$ cat src/rtl/mouse_tracker_core.sv
// -----------------------------------------------------------------------------
// mouse_tracker_core
//
// PS/2 mouse event processor. Takes decoded movement packets, keeps an
// absolute cursor position clamped to a screen window, counts button presses
// per channel and optionally accumulates a scroll-wheel axis.
//
// Two-stage pipeline:
//   S1 registers the packet fields on a cycle with pkt_valid=1.
//   S2 does the arithmetic and loads every output register.
// A strobe sampled at edge E is visible on the outputs after edge E+1.
//
// Ports
//   clk        system clock
//   rst        asynchronous reset, active-low (release is synchronous)
//   clr        synchronous clear, active-high, wins over pkt_valid
//   pkt_valid  one-cycle packet strobe
//   dx, dy     9-bit two's complement deltas (dy positive = up)
//   x_ovf      X overflow flag, freezes X for this packet
//   y_ovf      Y overflow flag, freezes Y for this packet
//   btn        button levels, 1 = pressed
//   dz         4-bit two's complement wheel delta
//   pos_x      cursor X, 0..X_MAX
//   pos_y      cursor Y, 0..Y_MAX, 0 = top of screen
//   wheel      signed saturating wheel accumulator (0 when WHEEL_EN=0)
//   btn_state  button levels from the last update
//   press      one-cycle press pulses
//   btn_cnt    packed press counters, channel i at [i*CNT_W +: CNT_W]
//   clamp      {y_clamped, x_clamped} of the last update
//   upd_valid  one-cycle strobe: outputs hold a new update
// -----------------------------------------------------------------------------
module mouse_tracker_core #(
    parameter int X_W      = 10,
    parameter int Y_W      = 10,
    parameter int X_MAX    = 639,
    parameter int Y_MAX    = 479,
    parameter int X_HOME   = 320,
    parameter int Y_HOME   = 240,
    parameter int NBTN     = 3,
    parameter int CNT_W    = 8,
    parameter int CNT_SAT  = 1,
    parameter int WHEEL_EN = 0
) (
    input  logic                    clk,
    input  logic                    rst,
    input  logic                    clr,
    input  logic                    pkt_valid,
    input  logic [8:0]              dx,
    input  logic [8:0]              dy,
    input  logic                    x_ovf,
    input  logic                    y_ovf,
    input  logic [NBTN-1:0]         btn,
    input  logic [3:0]              dz,
    output logic [X_W-1:0]          pos_x,
    output logic [Y_W-1:0]          pos_y,
    output logic [15:0]             wheel,
    output logic [NBTN-1:0]         btn_state,
    output logic [NBTN-1:0]         press,
    output logic [NBTN*CNT_W-1:0]   btn_cnt,
    output logic [1:0]              clamp,
    output logic                    upd_valid
);

    // Arithmetic width: two guard bits above the position width. For very
    // narrow positions the 9-bit delta would not fit, so never go below 10.
    localparam int XS = (X_W + 2 > 10) ? X_W + 2 : 10;
    localparam int YS = (Y_W + 2 > 10) ? Y_W + 2 : 10;

    localparam logic signed [XS-1:0] X_MAX_S  = XS'(X_MAX);
    localparam logic signed [YS-1:0] Y_MAX_S  = YS'(Y_MAX);
    localparam logic [X_W-1:0]       X_HOME_V = X_W'(X_HOME);
    localparam logic [Y_W-1:0]       Y_HOME_V = Y_W'(Y_HOME);
    localparam logic [X_W-1:0]       X_MAX_V  = X_W'(X_MAX);
    localparam logic [Y_W-1:0]       Y_MAX_V  = Y_W'(Y_MAX);

    // ------------------------------------------------------------------
    // S1: packet capture
    // ------------------------------------------------------------------
    logic            s1_valid_q, s1_valid_d;
    logic [8:0]      s1_dx_q, s1_dx_d;
    logic [8:0]      s1_dy_q, s1_dy_d;
    logic            s1_xovf_q, s1_xovf_d;
    logic            s1_yovf_q, s1_yovf_d;
    logic [NBTN-1:0] s1_btn_q, s1_btn_d;
    logic [3:0]      s1_dz_q, s1_dz_d;

    always_comb begin
        // clr also kills a packet sampled in the same cycle
        s1_valid_d = pkt_valid & ~clr;
        s1_dx_d    = s1_dx_q;
        s1_dy_d    = s1_dy_q;
        s1_xovf_d  = s1_xovf_q;
        s1_yovf_d  = s1_yovf_q;
        s1_btn_d   = s1_btn_q;
        s1_dz_d    = s1_dz_q;
        if (pkt_valid) begin
            s1_dx_d   = dx;
            s1_dy_d   = dy;
            s1_xovf_d = x_ovf;
            s1_yovf_d = y_ovf;
            s1_btn_d  = btn;
            s1_dz_d   = dz;
        end
    end

    always_ff @(posedge clk or negedge rst) begin
        if (!rst) begin
            s1_valid_q <= 1'b0;
            s1_dx_q    <= '0;
            s1_dy_q    <= '0;
            s1_xovf_q  <= 1'b0;
            s1_yovf_q  <= 1'b0;
            s1_btn_q   <= '0;
            s1_dz_q    <= '0;
        end else begin
            s1_valid_q <= s1_valid_d;
            s1_dx_q    <= s1_dx_d;
            s1_dy_q    <= s1_dy_d;
            s1_xovf_q  <= s1_xovf_d;
            s1_yovf_q  <= s1_yovf_d;
            s1_btn_q   <= s1_btn_d;
            s1_dz_q    <= s1_dz_d;
        end
    end

    // ------------------------------------------------------------------
    // S2 state
    // ------------------------------------------------------------------
    logic [X_W-1:0]        pos_x_q, pos_x_d;
    logic [Y_W-1:0]        pos_y_q, pos_y_d;
    logic [15:0]           wheel_q, wheel_d;
    logic [NBTN-1:0]       btn_state_q, btn_state_d;
    logic [NBTN-1:0]       press_q, press_d;
    logic [NBTN*CNT_W-1:0] btn_cnt_q, btn_cnt_d;
    logic [1:0]            clamp_q, clamp_d;
    logic                  upd_valid_q, upd_valid_d;

    // ------------------------------------------------------------------
    // X axis: pos_x + dx, clamped to [0, X_MAX]
    // ------------------------------------------------------------------
    logic signed [XS-1:0] x_sum;
    logic [X_W-1:0]       x_new;
    logic                 x_clamped;

    always_comb begin
        x_sum = $signed({{(XS-X_W){1'b0}}, pos_x_q})
              + $signed({{(XS-9){s1_dx_q[8]}}, s1_dx_q});
        x_new     = x_sum[X_W-1:0];
        x_clamped = 1'b0;
        if (s1_xovf_q) begin
            x_new = pos_x_q;
        end else if (x_sum[XS-1]) begin
            x_new     = '0;
            x_clamped = 1'b1;
        end else if (x_sum > X_MAX_S) begin
            x_new     = X_MAX_V;
            x_clamped = 1'b1;
        end
    end

    // ------------------------------------------------------------------
    // Y axis: screen Y grows downward, so a positive (up) dy is subtracted
    // ------------------------------------------------------------------
    logic signed [YS-1:0] y_sum;
    logic [Y_W-1:0]       y_new;
    logic                 y_clamped;

    always_comb begin
        y_sum = $signed({{(YS-Y_W){1'b0}}, pos_y_q})
              - $signed({{(YS-9){s1_dy_q[8]}}, s1_dy_q});
        y_new     = y_sum[Y_W-1:0];
        y_clamped = 1'b0;
        if (s1_yovf_q) begin
            y_new = pos_y_q;
        end else if (y_sum[YS-1]) begin
            y_new     = '0;
            y_clamped = 1'b1;
        end else if (y_sum > Y_MAX_S) begin
            y_new     = Y_MAX_V;
            y_clamped = 1'b1;
        end
    end

    // ------------------------------------------------------------------
    // Wheel: 17-bit sum; bits 16 and 15 disagree exactly on overflow,
    // and bit 16 then gives the direction to saturate toward.
    // ------------------------------------------------------------------
    logic [16:0] w_sum;
    logic [15:0] wheel_new;

    always_comb begin
        w_sum     = {wheel_q[15], wheel_q} + {{13{s1_dz_q[3]}}, s1_dz_q};
        wheel_new = '0;
        if (WHEEL_EN != 0) begin
            if (w_sum[16] != w_sum[15]) begin
                wheel_new = w_sum[16] ? 16'h8000 : 16'h7FFF;
            end else begin
                wheel_new = w_sum[15:0];
            end
        end
    end

    // ------------------------------------------------------------------
    // Buttons: press = rising level relative to the last update
    // ------------------------------------------------------------------
    logic [NBTN-1:0]       press_new;
    logic [NBTN*CNT_W-1:0] cnt_new;

    generate
        for (genvar gi = 0; gi < NBTN; gi++) begin : g_btn
            logic [CNT_W-1:0] cnt_cur;
            logic [CNT_W-1:0] cnt_nxt;

            assign cnt_cur       = btn_cnt_q[gi*CNT_W +: CNT_W];
            assign press_new[gi] = s1_btn_q[gi] & ~btn_state_q[gi];

            always_comb begin
                cnt_nxt = cnt_cur;
                if (press_new[gi]) begin
                    if ((CNT_SAT != 0) && (&cnt_cur)) begin
                        cnt_nxt = cnt_cur;
                    end else begin
                        cnt_nxt = cnt_cur + 1'b1;
                    end
                end
            end

            assign cnt_new[gi*CNT_W +: CNT_W] = cnt_nxt;
        end
    endgenerate

    // ------------------------------------------------------------------
    // S2 next-state: clear > update > hold
    // ------------------------------------------------------------------
    always_comb begin
        pos_x_d     = pos_x_q;
        pos_y_d     = pos_y_q;
        wheel_d     = wheel_q;
        btn_state_d = btn_state_q;
        btn_cnt_d   = btn_cnt_q;
        clamp_d     = clamp_q;
        press_d     = '0;
        upd_valid_d = 1'b0;
        if (clr) begin
            pos_x_d     = X_HOME_V;
            pos_y_d     = Y_HOME_V;
            wheel_d     = '0;
            btn_state_d = '0;
            btn_cnt_d   = '0;
            clamp_d     = '0;
        end else if (s1_valid_q) begin
            pos_x_d     = x_new;
            pos_y_d     = y_new;
            wheel_d     = wheel_new;
            btn_state_d = s1_btn_q;
            btn_cnt_d   = cnt_new;
            clamp_d     = {y_clamped, x_clamped};
            press_d     = press_new;
            upd_valid_d = 1'b1;
        end
    end

    always_ff @(posedge clk or negedge rst) begin
        if (!rst) begin
            pos_x_q     <= X_HOME_V;
            pos_y_q     <= Y_HOME_V;
            wheel_q     <= '0;
            btn_state_q <= '0;
            press_q     <= '0;
            btn_cnt_q   <= '0;
            clamp_q     <= '0;
            upd_valid_q <= 1'b0;
        end else begin
            pos_x_q     <= pos_x_d;
            pos_y_q     <= pos_y_d;
            wheel_q     <= wheel_d;
            btn_state_q <= btn_state_d;
            press_q     <= press_d;
            btn_cnt_q   <= btn_cnt_d;
            clamp_q     <= clamp_d;
            upd_valid_q <= upd_valid_d;
        end
    end

    assign pos_x     = pos_x_q;
    assign pos_y     = pos_y_q;
    assign wheel     = wheel_q;
    assign btn_state = btn_state_q;
    assign press     = press_q;
    assign btn_cnt   = btn_cnt_q;
    assign clamp     = clamp_q;
    assign upd_valid = upd_valid_q;

endmodule

$ cat config.mk
export PLATFORM = sky130hd
export DESIGN_NAME = mouse_tracker_core
export DESIGN_NICKNAME = d
export VERILOG_FILES = /design/src/rtl/mouse_tracker_core.sv
export SDC_FILE = /design/constraint.sdc
export NUM_CORES = 1
export LEC_CHECK = 0
export BUFFER_PORTS_ARGS = -buffer_cell sky130_fd_sc_hd__clkbuf_2
export CAP_MARGIN = 5
export CORE_UTILIZATION = 37
export DETAILED_ROUTE_END_ITERATION = 7
export GPL_TIMING_DRIVEN = 0
export PLACE_DENSITY = 0.67
export REMOVE_ABC_BUFFERS = 1
export SLEW_MARGIN = 40
export SYNTH_ARGS = -nofsm -noshare
export SYNTH_HDL_FRONTEND = slang
export SYNTH_SLANG_ARGS = --single-unit
$ cat constraint.sdc
create_clock -name clk -period 3.79 [get_ports clk]
set_clock_uncertainty 0.15 [all_clocks]
set_input_delay 0.9475 -clock clk [delete_from_list [all_inputs] [get_ports clk]]
set_output_delay 0.9475 -clock clk [all_outputs]
set_load 0.01 [all_outputs]
==> out/summary.log, run 1 <==
qor: timing.timing.final.crit_period 3089 ps
qor: logic_synthesis.post-synth-top-area-fraction 0.3729
qor: timing.maxSlewHeadroom 0.4867
qor: final_layout.layout-drive-gt1-share 0.2197
qor: worst_setup_path.timing.critical_path.from_type flop
qor: global_route.number_of_antenna_violations_at_the_first_check_in_global_routing 0
qor: worst_setup_path.required_time_of_the_worst_setup_path 3910 ps
qor: cts.clock_latency_on_the_worst_skew_pair 350 ps
qor: logic_synthesis.synth_edf_count 0
qor: logic_synthesis.synth_cell_type_count 68
qor: floorplanning.design.die.area 13330 um2
qor: routing.detailroute.via_count 3919
qor: cts.post_cts_buffers 0
qor: routing.postRouteWirelength 11090 um
qor: worst_setup_path.startpoint pos_y[0]
qor: power_and_ir_drop.pwr_density_cell 432.2 nW/um2
qor: cts.cts_tree yes
qor: cts.cts_inserted_buffers 9
qor: logic_synthesis.netlist_instances 497
qor: flow_run.max-cap-violations 0
qor: final_layout.mostFrequentLayoutCells sky130_fd_sc_hd__clkbuf_2 (77), sky130_fd_sc_hd__dfrtp_1 (71), sky130_fd_sc_hd__nor2_1 (42)
qor: global_route.vias_in_the_first_global_route 3714
qor: cts.clkSinkCount 77
qor: worst_setup_path.path_class flop to flop
qor: final_layout.layout.nets 631
qor: routing.post_drt_wl_per_cell 14.79 um
qor: floorplanning.coreArea 12570 um2
qor: final_layout.layout.cells.most_common sky130_fd_sc_hd__clkbuf_2
qor: logic_synthesis.post_synth_instance_area 4765 um2
qor: routing.firstDrtPassIters 4
qor: logic_synthesis.ys_dominant_reg_cell sky130_fd_sc_hd__dfrtp_1
qor: global_route.groute.usage.overall 0.1768
qor: logic_synthesis.synth.largest_area_cell sky130_fd_sc_hd__dfrtp_1
qor: routing.drt_drc 0
qor: worst_setup_path.crit_path_end_kind flop
qor: outcome.run_status complete, no violations
qor: worst_setup_path.worstPathMaxFanout 6
qor: logic_synthesis.asyncSetResetFlopFracSynth 1.000
qor: timing.hold_viol_final 0
qor: cts.post_cts_hold_buffer_count 0
qor: final_layout.fillers 1226
qor: floorplanning.start_util 0.3791
qor: floorplanning.fp.dieW 115.5 um
qor: timing.setup-violations-final 0
qor: cts.resized_cells_post_cts 0
qor: global_route.grt_max_degree 70
qor: final_layout.diodes 0
qor: power_and_ir_drop.power_leakage 2.662 nW
qor: floorplanning.floorplan.die.height 115.5 um
qor: timing.slew_violations 0
qor: timing.worst_pin_slew 769.9 ps
qor: place.dp_hpwl 7975 um
qor: cts.clk_pin_slew_worst_paths 60 ps
qor: place.io_buffer_count 79
qor: logic_synthesis.syn_avg_cell_area 9.587 um2
qor: timing.period_share 0.8149
qor: timing.unrepaired_setup_endpoints_after_global_routing no
qor: timing.holdWs 279.8 ps
qor: timing.achievable-frequency 323.8 MHz
qor: final_layout.area.growth.synth_to_final 17.96%
qor: floorplanning.floorplan.io_pins 100
qor: timing.timing.setup.tns 0 ps
qor: worst_setup_path.worst-r2r-setup-slack 700 ps
qor: place.globalplace.congestion 0.8724
qor: worst_setup_path.reg2reg_to pos_y[5]
qor: worst_setup_path.r2r_start pos_y[0]
qor: routing.drtIter0Drc 147
qor: cts.ctsHtreeMaxLevel 3
qor: worst_setup_path.timing.reg2reg.worst_path_depth 10
qor: logic_synthesis.yosys_register_bits 77
qor: global_route.globalRouteOverflowTotal 0
qor: logic_synthesis.yosys-top-cells-area sky130_fd_sc_hd__dfrtp_1 (37%), sky130_fd_sc_hd__ha_1 (6.6%), sky130_fd_sc_hd__nor2_1 (3.4%)
qor: cts.cts_buffer_depth 2
qor: cts.cts_root_buffer sky130_fd_sc_hd__clkbuf_16
qor: global_route.grt_first_pass_wirelength 18370 um
qor: worst_hold_path.hp-class input port to async pin
qor: routing.vias_per_cell 5.225
qor: floorplanning.row_count 41
qor: logic_synthesis.synth.yosys.seq_area_share 0.4060
qor: worst_setup_path.cp-endpoint pos_y[5]
qor: power_and_ir_drop.vdd_drop_max 0.2581 mV
qor: routing.drt.antenna.violating_nets 0
qor: logic_synthesis.synthesis.yosys.warnings 0
qor: worst_setup_path.cp_data_arrival_time 3210 ps
## worst min-delay path by stage
stage                      start     endpoint  slack (ps)  depth (start not counted)
floorplan            s1_btn_q[2]  s1_btn_q[2]         330                          1
global placement    btn_state[2]     press[2]         340                          1
detailed placement   s1_btn_q[2]  s1_btn_q[2]         360                          1
CTS                          rst     pos_x[9]         270                          1
global route                 rst     pos_x[9]         270                          1
finish                       rst     pos_x[2]         280                          1
## final cells by class
class / count / area [um2] / share of cell area
multi-input cells: 379 / 2623 / 0.4666
flip-flops and latches: 77 / 1934 / 0.3442
repair buffers: 80 / 431.7 / 0.07680
clock buffers: 11 / 252.7 / 0.04497
well taps: 172 / 215.2 / 0.03829
inverters: 26 / 97.59 / 0.01736
clock inverters: 5 / 66.31 / 0.01180
## cell families after synthesis
family | after synthesis | share of synthesized area
multiplexers | 23 | 0.05200
adder cells (fa/ha/maj) | 27 | 0.07405
buffers and inverters | 56 | 0.05751
XOR/XNOR | 32 | 0.06198
AO/OA/AOI/OAI | 128 | 0.1891
flip-flops | 77 | 0.4060
other | 1 | 0.0007871
AND/OR/NAND/NOR | 153 | 0.1586
## registers in the layout, indices dropped and copies added, names as in the netlist, 2 cells and up
name and cells:
press 3, pos_x 10, pos_y 10, btn_state 3, s1_btn_q 3, s1_dx_q 9
btn_cnt 24, s1_dy_q 9, clamp 2
## power breakdown
group | internal, W | switching, W | leakage [nW] | total, W
Combinational | 0.000237 | 0.000367 | 1.51 | 0.000604
Sequential | 0.000874 | 0.0000418 | 0.999 | 0.000916
Clock | 0.000554 | 0.000356 | 0.154 | 0.000909
Total | 0.00167 | 0.000764 | 2.66 | 0.00243
## per-layer routing
layer / vias to the layer above / routed length, um / global-route usage
met5: - / 0 / 0
met4: 0 / 107 / 0.04156
met3: 12 / 627 / 0.05021
li1: 1918 / - / -
met1: 1885 / 5288 / 0.2326
met2: 104 / 5069 / 0.2878
## critical path: stages, from the launching register on
cell	delay, ps
sky130_fd_sc_hd__dfrtp_1	400
sky130_fd_sc_hd__inv_1	80
sky130_fd_sc_hd__ha_1	180
sky130_fd_sc_hd__inv_1	60
sky130_fd_sc_hd__fa_1	390
sky130_fd_sc_hd__a21o_1	230
sky130_fd_sc_hd__a221o_2	400
sky130_fd_sc_hd__xnor2_2	180
sky130_fd_sc_hd__nor4b_4	470
sky130_fd_sc_hd__a211oi_2	170
sky130_fd_sc_hd__a221o_1	320
## metrics by stage
step	utilization	cells	power (W)	setup slack (ps)	area (um2)
after global placement	0.4181	733	0.001505	504.4	5255
after detailed placement	0.4212	734	0.001527	408.9	5294
after CTS	0.4466	750	0.002457	717.5	5613
after floorplan	-	482	0.001349	960.0	4644
after global routing	0.4472	750	0.002558	528.0	5620
final	0.4472	750	0.002429	701.5	5620
## synthesized netlist by cell type (all sizes together) (11+ instances only)
library cell,n
a21oi,28
buf,19
clkbuf,11
dfrtp,71
ha,25
inv,26
mux2,14
nand2,39
nand3,13
nor2,43
o21ai,31
xnor2,17
xor2,15
Power figures use the tool's default switching activity.
==> run 2: changes to the inputs <==
==> constraint.sdc (replaced) <==
create_clock -name clk -period 3.2 [get_ports clk]
set_clock_uncertainty 0.15 [all_clocks]
set_input_delay 0.8 -clock clk [delete_from_list [all_inputs] [get_ports clk]]
set_output_delay 0.8 -clock clk [all_outputs]
set_load 0.01 [all_outputs]
==> run 2 against run 1 <==
Routed wire length down 0.60%. First-iteration DRC count up 4.8%. Cell count unchanged. Count of clock-buffer cells in the layout unchanged. Utilization unchanged. Worst hold slack worse by 150 ps. Combinational power up 18%.
==> out/summary.log, run 2 (same netlist as run 1, synthesis figures left out) <==
qor: routing.postRouteWirelength 11030 um [-0.60%]
qor: floorplanning.fp.dieW 115.5 um [unchanged]
qor: global_route.grt_first_pass_wirelength 18370 um [unchanged]
qor: timing.achievable-frequency 329.4 MHz [+1.7%]
qor: routing.post_drt_wl_per_cell 14.70 um [-0.60%]
qor: cts.post_cts_buffers 0 [unchanged]
qor: timing.period_share 0.9488 [+0.1339]
qor: power_and_ir_drop.power.switching 0.0009021 W [+18%]
qor: global_route.globalRouteOverflowTotal 0 [unchanged]
qor: power_and_ir_drop.comb_power_share 0.248 [about the same]
qor: outcome.run_status complete, no violations
qor: place.place_worst_setup_slack -33.56 ps [-442.5 ps]
qor: routing.drt_drc 0 [unchanged]
qor: final_layout.diodes 0 [unchanged]
qor: final_layout.multi_input_comb_area 2623 um2 [unchanged]
qor: routing.detailroute.via_count 3918 [-0.026%]
qor: place.globalplace.congestion 0.8724 [unchanged]
qor: power_and_ir_drop.sw_frac_of_total 0.3139 [-0.0006276]
qor: routing.vias_per_cell 5.224 [about the same]
qor: cts.cts_inserted_buffers 9 [unchanged]
qor: place.detailed_place.area 5294 um2 [unchanged]
qor: final_layout.layout.nets 631 [unchanged]
qor: floorplanning.design.die.area 13330 um2 [unchanged]
qor: power_and_ir_drop.pwr_density_cell 511.3 nW/um2 [+18%]
qor: timing.hold_viol_final 0 [unchanged]
qor: final_layout.mostFrequentLayoutCells sky130_fd_sc_hd__clkbuf_2 (77), sky130_fd_sc_hd__dfrtp_1 (71), sky130_fd_sc_hd__nor2_1 (42)
qor: worst_setup_path.worstPathMaxFanout 6 [unchanged]
qor: final_layout.layout-drive-gt1-share 0.2197 [unchanged]
qor: final_layout.layout.cells.most_common sky130_fd_sc_hd__clkbuf_2
qor: cts.ctsHtreeMaxLevel 3 [unchanged]
qor: routing.drt.antenna.violating_nets 0 [unchanged]
qor: final_layout.number_of_flip_flops_under_the_largest_register_name 24 [unchanged]
qor: worst_hold_path.hp-class input port to async pin
qor: worst_setup_path.required_time_of_the_worst_setup_path 3320 ps [-590 ps]
qor: worst_setup_path.crit_path_end_kind flop
qor: final_layout.area.growth.synth_to_final 17.96% [unchanged]
qor: floorplanning.coreArea 12570 um2 [unchanged]
qor: flow_run.max-cap-violations 0 [unchanged]
qor: timing.slew_violations 0 [unchanged]
qor: cts.clock_latency_on_the_worst_skew_pair 340 ps [about the same]
qor: power_and_ir_drop.power.share.sequential 0.377 [about the same]
qor: floorplanning.start_util 0.3791 [unchanged]
qor: cts.cts_tree yes
qor: place.io_buffer_count 79 [unchanged]
qor: timing.unrepaired_setup_endpoints_after_global_routing no
qor: global_route.vias_in_the_first_global_route 3714 [unchanged]
qor: global_route.groute.usage.overall 0.1768 [unchanged]
qor: floorplanning.floorplan.io_pins 100 [unchanged]
qor: timing.timing.final.crit_period 3036 ps [-52.37 ps]
qor: power_and_ir_drop.power_report.internal_total 0.001971 W [+18%]
qor: routing.firstDrtPassIters 4 [unchanged]
qor: timing.worst_pin_slew 769.6 ps [-0.2785 ps]
qor: final_layout.fin_area 5620 um2 [unchanged]
qor: worst_setup_path.cp_data_arrival_time 3150 ps [-60 ps]
qor: final_layout.fillers 1226 [unchanged]
qor: floorplanning.row_count 41 [unchanged]
qor: worst_setup_path.timing.critical_path.from_type flop
qor: cts.cts_root_buffer sky130_fd_sc_hd__clkbuf_16
qor: cts.clkSinkCount 77 [unchanged]
qor: worst_setup_path.path_class flop to flop
qor: power_and_ir_drop.clock_power_share 0.375 [about the same]
qor: global_route.number_of_antenna_violations_at_the_first_check_in_global_routing 0 [unchanged]
qor: power_and_ir_drop.vdd_drop_max 0.3056 mV [+18%]
qor: final_layout.regArea 1934 um2 [unchanged]
qor: floorplanning.floorplan.die.height 115.5 um [unchanged]
qor: timing.setup-violations-final 0 [unchanged]
qor: cts.post_cts_hold_buffer_count 0 [unchanged]
qor: global_route.grt_max_degree 70 [unchanged]
qor: timing.maxSlewHeadroom 0.4869 [about the same]
qor: timing.finalWorstSetupSlack 163.8 ps [-537.6 ps]
qor: cts.clk_pin_slew_worst_paths 60 ps [about the same]
qor: power_and_ir_drop.power_leakage 2.662 nW [about the same]
qor: routing.drtIter0Drc 154 [+4.8%]
qor: place.dp_hpwl 7975 um [unchanged]
qor: cts.cts_buffer_depth 2 [unchanged]
qor: cts.resized_cells_post_cts 0 [unchanged]
## run 2: through the flow
step                      TNS [ps]  instances  utilization  hold slack (ps)  total power (W)
after global routing             0        750       0.4472            121.6         0.003029
after global placement           0        733       0.4181            341.0         0.001782
after CTS                        0        750       0.4466            118.6         0.002910
after floorplan                  0        482            -            331.0         0.001598
after detailed placement    -33.56        734       0.4212            355.2         0.001809
final                            0        750       0.4472            133.3         0.002874
## run 2: per-layer routing
metal / GRT usage / part of all wire / vias to the layer above / wire length (um)
li1: - / - / 1919 / -
met1: 0.2326 / 0.47 / 1874 / 5205
met2: 0.2878 / 0.46 / 111 / 5035
met3: 0.05021 / 0.060 / 14 / 664
met4: 0.04156 / 0.011 / 0 / 121
met5: 0 / 0 / - / 0
## run 2: critical path, cell delays in order (launching register included)
cell and delay, ps:
sky130_fd_sc_hd__dfrtp_1 400, sky130_fd_sc_hd__inv_1 80, sky130_fd_sc_hd__ha_1 180, sky130_fd_sc_hd__inv_1 60, sky130_fd_sc_hd__fa_1 390, sky130_fd_sc_hd__a21o_1 230, sky130_fd_sc_hd__a221o_2 400, sky130_fd_sc_hd__xnor2_2 170
sky130_fd_sc_hd__nor4b_4 420, sky130_fd_sc_hd__a211oi_2 160, sky130_fd_sc_hd__a221o_1 320
## run 2: worst paths after layout
path	start	endpoint	slack [ps]	cells after the start
max	pos_y[0]	pos_y[5]	160	10
min	rst	pos_x[2]	130	1
max reg2reg	pos_y[0]	pos_y[5]	160	10
min reg2reg	s1_dx_q[6]	s1_dx_q[6]	360	1
max in group asynchronous	rst	pos_y[5]	2180	2
min in group clk	s1_dx_q[6]	s1_dx_q[6]	360	1
## run 2: power by group through the flow
stage          combinational (W)  sequential, W  clock, W
2_1_floorplan           0.000496        0.00110         0
3_3_place_gp            0.000682        0.00110         0
3_5_place_dp            0.000705        0.00110         0
4_1_cts                 0.000710        0.00109   0.00111
5_1_grt                 0.000791        0.00109   0.00114
6_report                0.000712        0.00108   0.00108
## run 2: layout make-up
class,instances,area share
multi-input combinational,379,0.4666
inverter,26,0.01736
timing repair buffer,80,0.07680
tap,172,0.03829
clock buffer,11,0.04497
sequential,77,0.3442
clock inverter,5,0.01180
==> run 3: changes to the inputs <==
--- a/config.mk
+++ b/config.mk
@@ -5,9 +5,10 @@
 export SDC_FILE = /design/constraint.sdc
 export NUM_CORES = 1
 export LEC_CHECK = 0
-export BUFFER_PORTS_ARGS = -buffer_cell sky130_fd_sc_hd__clkbuf_2
+export BUFFER_PORTS_ARGS = -buffer_cell sky130_fd_sc_hd__buf_2
 export CAP_MARGIN = 5
 export CORE_UTILIZATION = 37
+export CTS_BUF_LIST = sky130_fd_sc_hd__clkbuf_8
 export DETAILED_ROUTE_END_ITERATION = 7
 export GPL_TIMING_DRIVEN = 0
 export PLACE_DENSITY = 0.67
==> run 3 against run 2 <==
Cell count stayed put. Utilization fell by 1.2 points. Via count up 0.87%. Worst setup slack worse by 7.5 ps. Sequential share of layout area rose by 0.94 points. Critical endpoint is now pos_y[6]. Highest routed layer is now met5.
==> out/summary.log, run 3 (same netlist as run 1, synthesis figures left out) <==
qor: power_and_ir_drop.power_leakage 2.628 nW [-1.3%]
qor: final_layout.final_core_utilization 0.4353 [-0.01185]
qor: floorplanning.fp.dieW 115.5 um [unchanged]
qor: floorplanning.design.die.area 13330 um2 [unchanged]
qor: global_route.grt_first_pass_wirelength 18340 um [-0.15%]
qor: cts.post_cts_hold_buffer_count 0 [unchanged]
qor: global_route.vias_in_the_first_global_route 3799 [+2.3%]
qor: cts.ctsHtreeMaxLevel 3 [unchanged]
qor: global_route.globalRouteOverflowTotal 0 [unchanged]
qor: final_layout.fillers 1269 [+3.5%]
qor: floorplanning.row_count 41 [unchanged]
qor: cts.clock_latency_on_the_worst_skew_pair 360 ps [+20 ps]
qor: place.dp_hpwl 8216 um [+3.0%]
qor: final_layout.layout.nets 631 [unchanged]
qor: worst_setup_path.cp_data_arrival_time 3160 ps [about the same]
qor: cts.clkSinkCount 77 [unchanged]
qor: global_route.grt_max_degree 57 [-19%]
qor: cts.cts_tree yes
qor: timing.timing.final.crit_period 3044 ps [+7.456 ps]
qor: floorplanning.coreArea 12570 um2 [unchanged]
qor: cts.cts_inserted_buffers 9 [unchanged]
qor: floorplanning.floorplan.die.height 115.5 um [unchanged]
qor: worst_setup_path.crit_path_end_kind flop
qor: power_and_ir_drop.vdd_drop_max 0.2684 mV [-12%]
qor: worst_hold_path.hp-class input port to async pin
qor: routing.detailroute.via_count 3952 [+0.87%]
qor: flow_run.max-cap-violations 0 [unchanged]
qor: floorplanning.start_util 0.3791 [unchanged]
qor: cts.cts_root_buffer sky130_fd_sc_hd__clkbuf_8
qor: routing.firstDrtPassIters 4 [unchanged]
qor: timing.maxSlewHeadroom 0.4906 [+0.003668]
qor: cts.cts_buffer_depth 2 [unchanged]
qor: routing.vias_per_cell 5.269 [+0.87%]
qor: final_layout.layout-drive-gt1-share 0.2145 [-0.005190]
qor: final_layout.diodes 0 [unchanged]
qor: worst_setup_path.timing.critical_path.from_type flop
qor: final_layout.number_of_flip_flops_under_the_largest_register_name 24 [unchanged]
qor: routing.drt.antenna.violating_nets 0 [unchanged]
qor: power_and_ir_drop.pwr_density_cell 450.5 nW/um2 [-12%]
qor: outcome.run_status complete, no violations
qor: routing.drt_drc 0 [unchanged]
qor: timing.achievable-frequency 328.6 MHz [-0.25%]
qor: routing.routedLengthMet1 5150 um [-1.1%]
qor: worst_setup_path.worstPathMaxFanout 6 [unchanged]
qor: floorplanning.floorplan.io_pins 100 [unchanged]
qor: routing.met3RoutedLength 669 um [+0.75%]
qor: timing.worst_pin_slew 764.1 ps [-5.503 ps]
qor: final_layout.area.growth.synth_to_final 14.84%
qor: final_layout.fin_area 5472 um2 [-2.6%]
qor: routing.drtIter0Drc 228 [+48%]
qor: timing.timing.setup.tns 0 ps [unchanged]
qor: timing.hold_viol_final 0 [unchanged]
qor: place.globalplace.congestion 0.8745 [+0.24%]
qor: timing.period_share 0.9511 [+0.002330]
qor: worst_setup_path.required_time_of_the_worst_setup_path 3320 ps [about the same]
qor: timing.setup-violations-final 0 [unchanged]
qor: place.io_buffer_count 79 [unchanged]
qor: global_route.groute.usage.overall 0.1792 [+0.002371]
qor: worst_setup_path.path_class flop to flop
qor: final_layout.mostFrequentLayoutCells sky130_fd_sc_hd__buf_2 (78), sky130_fd_sc_hd__dfrtp_1 (71), sky130_fd_sc_hd__nor2_1 (42)
qor: timing.unrepaired_setup_endpoints_after_global_routing no
qor: final_layout.instances_no_fill 750 [unchanged]
qor: cts.post_cts_buffers 0 [unchanged]
qor: routing.highest_metal_layer_with_signal_wires met5
qor: routing.post_drt_wl_per_cell 15.13 um [+2.9%]
qor: place.numPlacedInstances 734 [unchanged]
qor: place.detailed_place.area 5289 um2 [about the same]
qor: routing.detailroute.wirelength.met2 5310 um [+5.5%]
qor: routing.postRouteWirelength 11350 um [+2.9%]
qor: timing.slew_violations 0 [unchanged]
qor: cts.clk_pin_slew_worst_paths 80 ps [+20 ps]
qor: global_route.number_of_antenna_violations_at_the_first_check_in_global_routing 1 [+1]
qor: final_layout.layout.cells.most_common sky130_fd_sc_hd__buf_2
## run 3: changes by cell type in the layout (fill, tap and decap cells not counted)
cell,before,now
sky130_fd_sc_hd__clkbuf_8,3,10
sky130_fd_sc_hd__inv_1,26,29
sky130_fd_sc_hd__clkbuf_16,9,0
sky130_fd_sc_hd__bufinv_16,1,0
sky130_fd_sc_hd__inv_6,1,0
sky130_fd_sc_hd__clkinvlp_4,1,2
sky130_fd_sc_hd__buf_2,1,78
sky130_fd_sc_hd__buf_6,0,1
sky130_fd_sc_hd__clkbuf_2,77,0
sky130_fd_sc_hd__inv_8,1,0
## run 3: routing by layer
layer / vias to the layer above / global-route usage
li1: 1914 / -
met1: 1887 / 0.2253
met2: 126 / 0.2878
met3: 23 / 0.05805
met4: 2 / 0.06580
met5: - / 0
## run 3: final cells by class
cell class | count | area (um2) | area share
tap | 172 | 215.2 | 0.03933
timing repair buffer | 80 | 429.2 | 0.07844
inverter | 26 | 97.59 | 0.01784
sequential | 77 | 1934 | 0.3535
clock inverter | 6 | 35.03 | 0.006403
multi-input combinational | 379 | 2623 | 0.4793
clock buffer | 10 | 137.6 | 0.02515
## run 3: power breakdown
group	leakage, nW	internal (W)	switching [W]
Combinational	1.54	0.000281	0.000435
Sequential	0.999	0.00103	0.0000496
Clock	0.0923	0.000296	0.000369
Total	2.63	0.00161	0.000854
## run 3: timing repair
item | 4_1_cts | 5_1_grt
hold endpoints to repair | 0 | 0
gates resized for setup | 0 | 0
endpoints found under the setup margin | 0 | 1
## run 3: final timing paths
kind,from,to,slack (ps),depth (start not counted)
worst min register to register,s1_btn_q[2],s1_btn_q[2],370,1
worst max-delay path,pos_y[0],pos_y[6],160,10
max in group asynchronous,rst,pos_y[4],2180,2
worst min-delay path,rst,pos_x[1],130,1
worst max register to register,pos_y[0],pos_y[6],160,10
min in group clk,s1_btn_q[2],s1_btn_q[2],370,1
## run 3: through the flow
| stage | hold WS (ps) | power, W | setup slack [ps] |
|---|---|---|---|
| after floorplan | 331.0 | 0.001598 | 370.0 |
| after global placement | 338.7 | 0.001781 | 177.7 |
| after detailed placement | 351.1 | 0.001811 | 154.1 |
| after CTS | 113.2 | 0.002495 | 118.3 |
| after global routing | 111.8 | 0.002617 | 11.66 |
| final | 126.8 | 0.002465 | 156.4 |
## run 3: critical path: stages, from the launching register on
cell and delay, ps:
sky130_fd_sc_hd__dfrtp_1 400, sky130_fd_sc_hd__inv_1 90, sky130_fd_sc_hd__ha_1 180, sky130_fd_sc_hd__inv_1 60, sky130_fd_sc_hd__fa_1 410, sky130_fd_sc_hd__a21o_1 230
sky130_fd_sc_hd__a221o_2 390, sky130_fd_sc_hd__xnor2_2 170, sky130_fd_sc_hd__nor4b_4 390, sky130_fd_sc_hd__a211oi_2 160, sky130_fd_sc_hd__a311oi_1 320
